### src/rtl/if_prefetch_buf_pkg.sv
// Shared types for the instruction prefetch buffer: address/instruction
// words, the {pc, inst} entry carried through the FIFO, and the fetch stride.
package if_prefetch_buf_pkg;

  typedef logic [31:0] InstAddr_t;
  typedef logic [31:0] Inst_t;

  typedef struct packed {
    InstAddr_t pc;
    Inst_t     inst;
  } fetch_entry_t;

  localparam int unsigned INST_BYTES = 4;

endpackage

### src/rtl/if_prefetch_buf_inst_fifo.sv
// inst_fifo: synchronous DEPTH-entry FIFO of fetch_entry_t with push, pop,
// flush, occupancy count and a combinational head output. The caller must
// not push when full nor pop when empty.
module inst_fifo
  import if_prefetch_buf_pkg::*;
#(
  parameter int DEPTH = 4,
  parameter int CNT_W = $clog2(DEPTH + 1)
) (
  input  logic             clk,
  input  logic             rst,
  input  logic             push_i,
  input  fetch_entry_t     entry_i,
  input  logic             pop_i,
  input  logic             flush_i,
  output logic [CNT_W-1:0] count_o,
  output fetch_entry_t     head_o
);

  localparam int PTR_W = $clog2(DEPTH);

  fetch_entry_t     mem_q [DEPTH];
  logic [PTR_W-1:0] wr_ptr_q, wr_ptr_d;
  logic [PTR_W-1:0] rd_ptr_q, rd_ptr_d;
  logic [CNT_W-1:0] count_q, count_d;

  // Next pointer/occupancy; flush wins over any push or pop in the same cycle.
  always_comb begin
    wr_ptr_d = wr_ptr_q;
    rd_ptr_d = rd_ptr_q;
    count_d  = count_q;
    if (flush_i) begin
      wr_ptr_d = '0;
      rd_ptr_d = '0;
      count_d  = '0;
    end else begin
      if (push_i) wr_ptr_d = wr_ptr_q + PTR_W'(1);
      if (pop_i)  rd_ptr_d = rd_ptr_q + PTR_W'(1);
      case ({push_i, pop_i})
        2'b10:   count_d = count_q + CNT_W'(1);
        2'b01:   count_d = count_q - CNT_W'(1);
        default: count_d = count_q;
      endcase
    end
  end

  // Control state: pointers and count, cleared by reset.
  always_ff @(posedge clk) begin
    if (!rst) begin
      wr_ptr_q <= '0;
      rd_ptr_q <= '0;
      count_q  <= '0;
    end else begin
      wr_ptr_q <= wr_ptr_d;
      rd_ptr_q <= rd_ptr_d;
      count_q  <= count_d;
    end
  end

  // Entry storage: data only, no reset needed since count gates visibility.
  always_ff @(posedge clk) begin
    if (push_i && !flush_i) mem_q[wr_ptr_q] <= entry_i;
  end

  assign count_o = count_q;
  assign head_o  = mem_q[rd_ptr_q];

endmodule

### src/rtl/if_prefetch_buf.sv
// if_prefetch_buf: instruction-fetch stage between the instruction ROM and
// decode. Walks the PC sequentially, captures {pc, inst} into inst_fifo and
// hands entries to decode over valid/ready. redirect_i flushes and reloads PC.
// Optional build macro PREFETCH_PERF_EN adds fetch and full-stall counters.
module if_prefetch_buf
  import if_prefetch_buf_pkg::*;
#(
  parameter int        DEPTH    = 4,
  parameter InstAddr_t RESET_PC = 32'h0000_0000
) (
  input  logic                       clk,
  input  logic                       rst,
  output InstAddr_t                  rom_addr_o,
  output logic                       rom_ce_o,
  input  Inst_t                      rom_data_i,
  output logic                       id_valid_o,
  input  logic                       id_ready_i,
  output InstAddr_t                  id_pc_o,
  output Inst_t                      id_inst_o,
  input  logic                       redirect_i,
  input  InstAddr_t                  redirect_pc_i,
  output logic [$clog2(DEPTH+1)-1:0] count_o
`ifdef PREFETCH_PERF_EN
  ,
  output logic [31:0]                fetch_cnt_o,
  output logic [31:0]                full_stall_cnt_o
`endif
);

  localparam int               CNT_W    = $clog2(DEPTH + 1);
  localparam logic [CNT_W-1:0] FULL_CNT = CNT_W'(DEPTH);

  InstAddr_t        pc_q, pc_d;
  logic             ce_q, ce_d;
  logic             push, pop;
  logic [CNT_W-1:0] count;
  fetch_entry_t     wr_entry, head;
  logic             unused_redirect_lsb;

  // Fetch is gated by occupancy before any same-cycle pop, so a full buffer
  // stalls for one cycle even while decode drains it; this keeps id_ready_i
  // off the ROM enable path.
  assign rom_ce_o   = ce_q && (count < FULL_CNT) && !redirect_i;
  assign rom_addr_o = pc_q;
  assign push       = rom_ce_o;
  assign id_valid_o = (count != '0) && !redirect_i;
  assign pop        = id_valid_o && id_ready_i;

  assign wr_entry.pc   = pc_q;
  assign wr_entry.inst = rom_data_i;
  assign id_pc_o       = head.pc;
  assign id_inst_o     = head.inst;

  // Redirect targets are word aligned; the low two bits are dropped.
  assign unused_redirect_lsb = ^redirect_pc_i[1:0];

  // Next PC and fetch enable: redirect reloads, a fetch advances by one word.
  always_comb begin
    ce_d = 1'b1;
    pc_d = pc_q;
    if (redirect_i) begin
      pc_d = {redirect_pc_i[31:2], 2'b00};
    end else if (push) begin
      pc_d = pc_q + InstAddr_t'(INST_BYTES);
    end
  end

  // PC and fetch-enable registers; enable rises one cycle after reset release.
  always_ff @(posedge clk) begin
    if (!rst) begin
      pc_q <= RESET_PC;
      ce_q <= 1'b0;
    end else begin
      pc_q <= pc_d;
      ce_q <= ce_d;
    end
  end

  inst_fifo #(
    .DEPTH (DEPTH),
    .CNT_W (CNT_W)
  ) u_inst_fifo (
    .clk     (clk),
    .rst     (rst),
    .push_i  (push),
    .entry_i (wr_entry),
    .pop_i   (pop),
    .flush_i (redirect_i),
    .count_o (count),
    .head_o  (head)
  );

  assign count_o = count;

`ifdef PREFETCH_PERF_EN
  logic [31:0] fetch_cnt_q, fetch_cnt_d;
  logic [31:0] full_stall_cnt_q, full_stall_cnt_d;
  logic        full_stall;

  assign full_stall = ce_q && (count == FULL_CNT) && !redirect_i;

  // Free-running perf counters; only reset clears them, redirect does not.
  always_comb begin
    fetch_cnt_d      = fetch_cnt_q + (push ? 32'd1 : 32'd0);
    full_stall_cnt_d = full_stall_cnt_q + (full_stall ? 32'd1 : 32'd0);
  end

  // Perf counter registers.
  always_ff @(posedge clk) begin
    if (!rst) begin
      fetch_cnt_q      <= '0;
      full_stall_cnt_q <= '0;
    end else begin
      fetch_cnt_q      <= fetch_cnt_d;
      full_stall_cnt_q <= full_stall_cnt_d;
    end
  end

  assign fetch_cnt_o      = fetch_cnt_q;
  assign full_stall_cnt_o = full_stall_cnt_q;
`endif

endmodule

### config.mk
export PLATFORM = sky130hd
export DESIGN_NAME = if_prefetch_buf
export DESIGN_NICKNAME = d
export VERILOG_FILES = /design/src/rtl/if_prefetch_buf_pkg.sv /design/src/rtl/if_prefetch_buf_inst_fifo.sv /design/src/rtl/if_prefetch_buf.sv
export SDC_FILE = /design/constraint.sdc
export NUM_CORES = 1
export LEC_CHECK = 0
export BUFFER_PORTS_ARGS = -buffer_cell sky130_fd_sc_hd__buf_4
export CAP_MARGIN = 30
export CELL_PAD_IN_SITES_DETAIL_PLACEMENT = 0
export CELL_PAD_IN_SITES_GLOBAL_PLACEMENT = 1
export CORE_MARGIN = 4
export CORE_UTILIZATION = 49
export DETAILED_ROUTE_END_ITERATION = 7
export HOLD_SLACK_MARGIN = 0.05
export PLACE_DENSITY = 0.79
export SKIP_LAST_GASP = 1
export SLEW_MARGIN = 20
export SYNTH_ARGS = -nofsm -noshare
export SYNTH_HDL_FRONTEND = slang
export SYNTH_HIERARCHICAL = 1
export SYNTH_SLANG_ARGS = --single-unit
### constraint.sdc
create_clock -name clk -period 5.1 [get_ports clk]
set_input_delay 0.255 -clock clk [delete_from_list [all_inputs] [get_ports clk]]
set_output_delay 0.255 -clock clk [all_outputs]
set_load 0.1 [all_outputs]
==> flow_metrics.py <==
metrics = {
    "setup_path": {
        "critPathMaxFanout": 42,
        "cp.arrival_ns": 2.90,
        "end_kind": "output port",
        "critPathRequiredTime_ns": 4.85,
        "crit_type": "reg2out",
        "startpoint_type": "flip-flop",
    },
    "timing": {
        "tns_ns": 0,
        "finalHoldViolations": 0,
        "fin_skew_ns": 0.0102,
        "fin_crit_sh_pct": 61.8,
        "setup_viol": 0,
        "worst_pin_slew_ns": 0.877,
        "clock.fmax_mhz": 317,
        "period_minus_slack_ns": 3.15,
        "final_max_slew_viol_count": 0,
        "relSlewSlack_pct": 41.5,
        "rsz0062_at_grt": "false",
    },
    "clock_tree": {
        "clkSinkCount": 296,
        "numCtsBuffers": 30,
        "h-tree-depth": 1,
        "insertion_delay_ns": 0.54,
        "clockBufferDepth": 3,
        "cts-root-buf": "clkbuf_16",
        "clkTransAtPathRegs_ns": 0.06,
        "cts_tree": "yes",
        "cts_setup_buffers": 0,
    },
    "worst_hold_path": {
        "worstHoldPathType": "in2reg",
    },
    "final_layout": {
        "fin_area_um2": 14800,
        "area_delta_synth_final_pct": 27.6,
        "antenna_cells": 0,
        "nets": 916,
        "final_cells": 1184,
        "drive_above_1_share_pct": 34.1,
    },
    "synth": {
        "synth_commonest_cells": "256 x edfxtp_1, 60 x mux4_2, 40 x dfxtp_1",
        "synthTopCellsByArea": "edfxtp_1 66%, mux4_2 12%, dfxtp_1 6.9%",
        "seq_area_frac_synth_pct": 73.1,
        "yosysMostFrequentCell": "edfxtp_1",
        "yosysTopAreaCell": "edfxtp_1",
        "async_reset_ff_share_pct": 0,
        "synth_top_flop_cell": "edfxtp_1",
        "ys_types": 52,
        "yosys_warnings": 6,
        "postSynthCellCount": 603,
        "postSynthAreaPerCell_um2": 19.3,
        "synth_edf_count": 256,
        "ys_ff_latch": 296,
        "synth_area_um2": 11600,
        "synthDominantCellAreaShare_pct": 66.2,
    },
    "global_route": {
        "antenna_found_initial": 0,
        "gr-total-overflow": 0,
        "grt_max_degree": 65,
        "grt_use_total_pct": 18.3,
        "grt_pass1_vias": 6782,
        "grt_pass1_wl_um": 37800,
    },
    "flow_run": {
        "cap_viol_max_count": 0,
    },
    "drt": {
        "dr_wl_met2_um": 11900,
        "drtPass1Iterations": 5,
        "wl_per_cell_um": 20.4,
        "top_layer": "met4",
        "drtIter0Drc": 443,
        "wl_met1_um": 10400,
        "vias": 6493,
        "via_per_inst": 5.48,
        "wirelength_um": 24200,
        "drcViolationCount": 0,
        "dr_wl_met3_um": 1490,
        "postRouteAntennaNets": 0,
    },
    "pwr": {
        "pwr-share-clk_pct": 41.3,
        "leakage_nw": 5.11,
        "power_density_nw_per_um2": 370,
        "ir_worst_vdd_mv": 0.202,
        "p_total_w": 0.00549,
        "p_sw_w": 0.00129,
        "switching_share_pct": 23.5,
        "p_seq_share_pct": 49.7,
        "comb_power_share_pct": 9.0,
        "intPower_w": 0.00420,
    },
    "die": {
        "fp.dieH_um": 162,
        "boundaryPins": 169,
        "dieArea_um2": 26200,
        "fp-row-count": 56,
        "start_util_pct": 49.6,
        "core_um2": 23400,
        "die_w_um": 162,
    },
    "place": {
        "dp_hpwl_um": 14900,
        "gp_congestion": 0.806,
        "io_buffers": 164,
        "place_inst": 1068,
        "dpl_cell_area_um2": 13200,
    },
    "run_status": {
        "outcome": "finished clean",
    },
}
## placed cells by master, fill, tap and decap left out, types with 8 or more instances in the layout
cell type      count
mux4_2            60
dfxtp_1           38
nor2_1            14
o21ai_0           22
dlygate4sd3_1     58
nand4_1           13
edfxtp_1         256
a31oi_1            9
nor4_1             8
conb_1            10
inv_1             10
buf_4            166
nand2_1           11
xnor2_1            9
a21oi_1            8
clkbuf_16         31
nand3_1            8
## metal layers
layer	vias to the layer above	GRT usage [%]
li1	2949	-
met2	212	31.1
met5	-	0
met4	0	3.50
met1	3294	25.5
met3	38	3.32
## power by group through the flow
stage / combinational [W] / clock (W) / sequential (W)
6_report: 0.000495 / 0.00227 / 0.00273
5_1_grt: 0.000516 / 0.00243 / 0.00273
4_1_cts: 0.000498 / 0.00232 / 0.00273
3_5_place_dp: 0.000460 / 0 / 0.00278
3_3_place_gp: 0.000453 / 0 / 0.00277
2_1_floorplan: 0.000214 / 0 / 0.00288
## worst max-delay path: stages, from the launching register on
cell and delay [ns]:
dfxtp_4 0.93, buf_4 0.54, mux4_2 0.60, buf_4 0.26
## final cells by class
cell class | instances | area (µm²)
tap | 319 | 399
sequential | 296 | 8500
inverter | 10 | 37.5
multi-input combinational | 273 | 2870
clock buffer | 38 | 812
fill | 1699 | 8580
timing repair buffer | 230 | 1970
clock inverter | 18 | 233
## what timing repair did
| action | CTS | global route |
|---|---|---|
| endpoints found under the hold margin | 154 | 0 |
| resized for setup | 0 | 0 |
| hold buffers | 58 | 0 |
## logic make-up (layout without fill, tap and decap cells)
kind of cell / count (synthesis) / count (layout) / synth area share, %
AO/OA/AOI/OAI: 65 / 65 / 3.76
XOR/XNOR: 16 / 16 / 1.21
buffers and inverters: 43 / 296 / 2.53
other: 1 / 10 / 0.0323
multiplexers: 66 / 66 / 12.7
adder cells (fa/ha/maj): 7 / 7 / 0.819
flip-flops: 296 / 296 / 73.1
AND/OR/NAND/NOR: 109 / 109 / 5.83
## flip-flops by register name, indices dropped and copies added, names as in the netlist, named ones only
name and flops:
u_inst_fifo/mem_q 256, rom_addr_o 30, u_inst_fifo/count_o 3, u_inst_fifo/rd_ptr_q 2, u_inst_fifo/wr_ptr_q 2, ce_q 1
## through the flow
step	setup slack, ns	hold slack (ns)	utilization, %
after global placement	2.43	0.454	55.8
final	1.95	0.0691	63.3
after global routing	1.70	0.0578	63.3
after detailed placement	2.39	0.461	56.2
after floorplan	0.870	0.283	-
after CTS	1.83	0.0538	63.2
## final timing paths
check / end / slack (ns) / start / depth (start not counted)
worst max-delay path: id_pc_o[4] / 1.95 / flip-flop / 3
worst min-delay path: rom_addr_o[26] / 0.07 / redirect_pc_i[26] / 3
worst max register to register: u_inst_fifo/mem_q[2][35] / 2.64 / u_inst_fifo/count_o[2] / 6
worst min register to register: flip-flop / 0.53 / u_inst_fifo/rd_ptr_q[0] / 2
No activity file was read; power rests on OpenSTA's default activity.
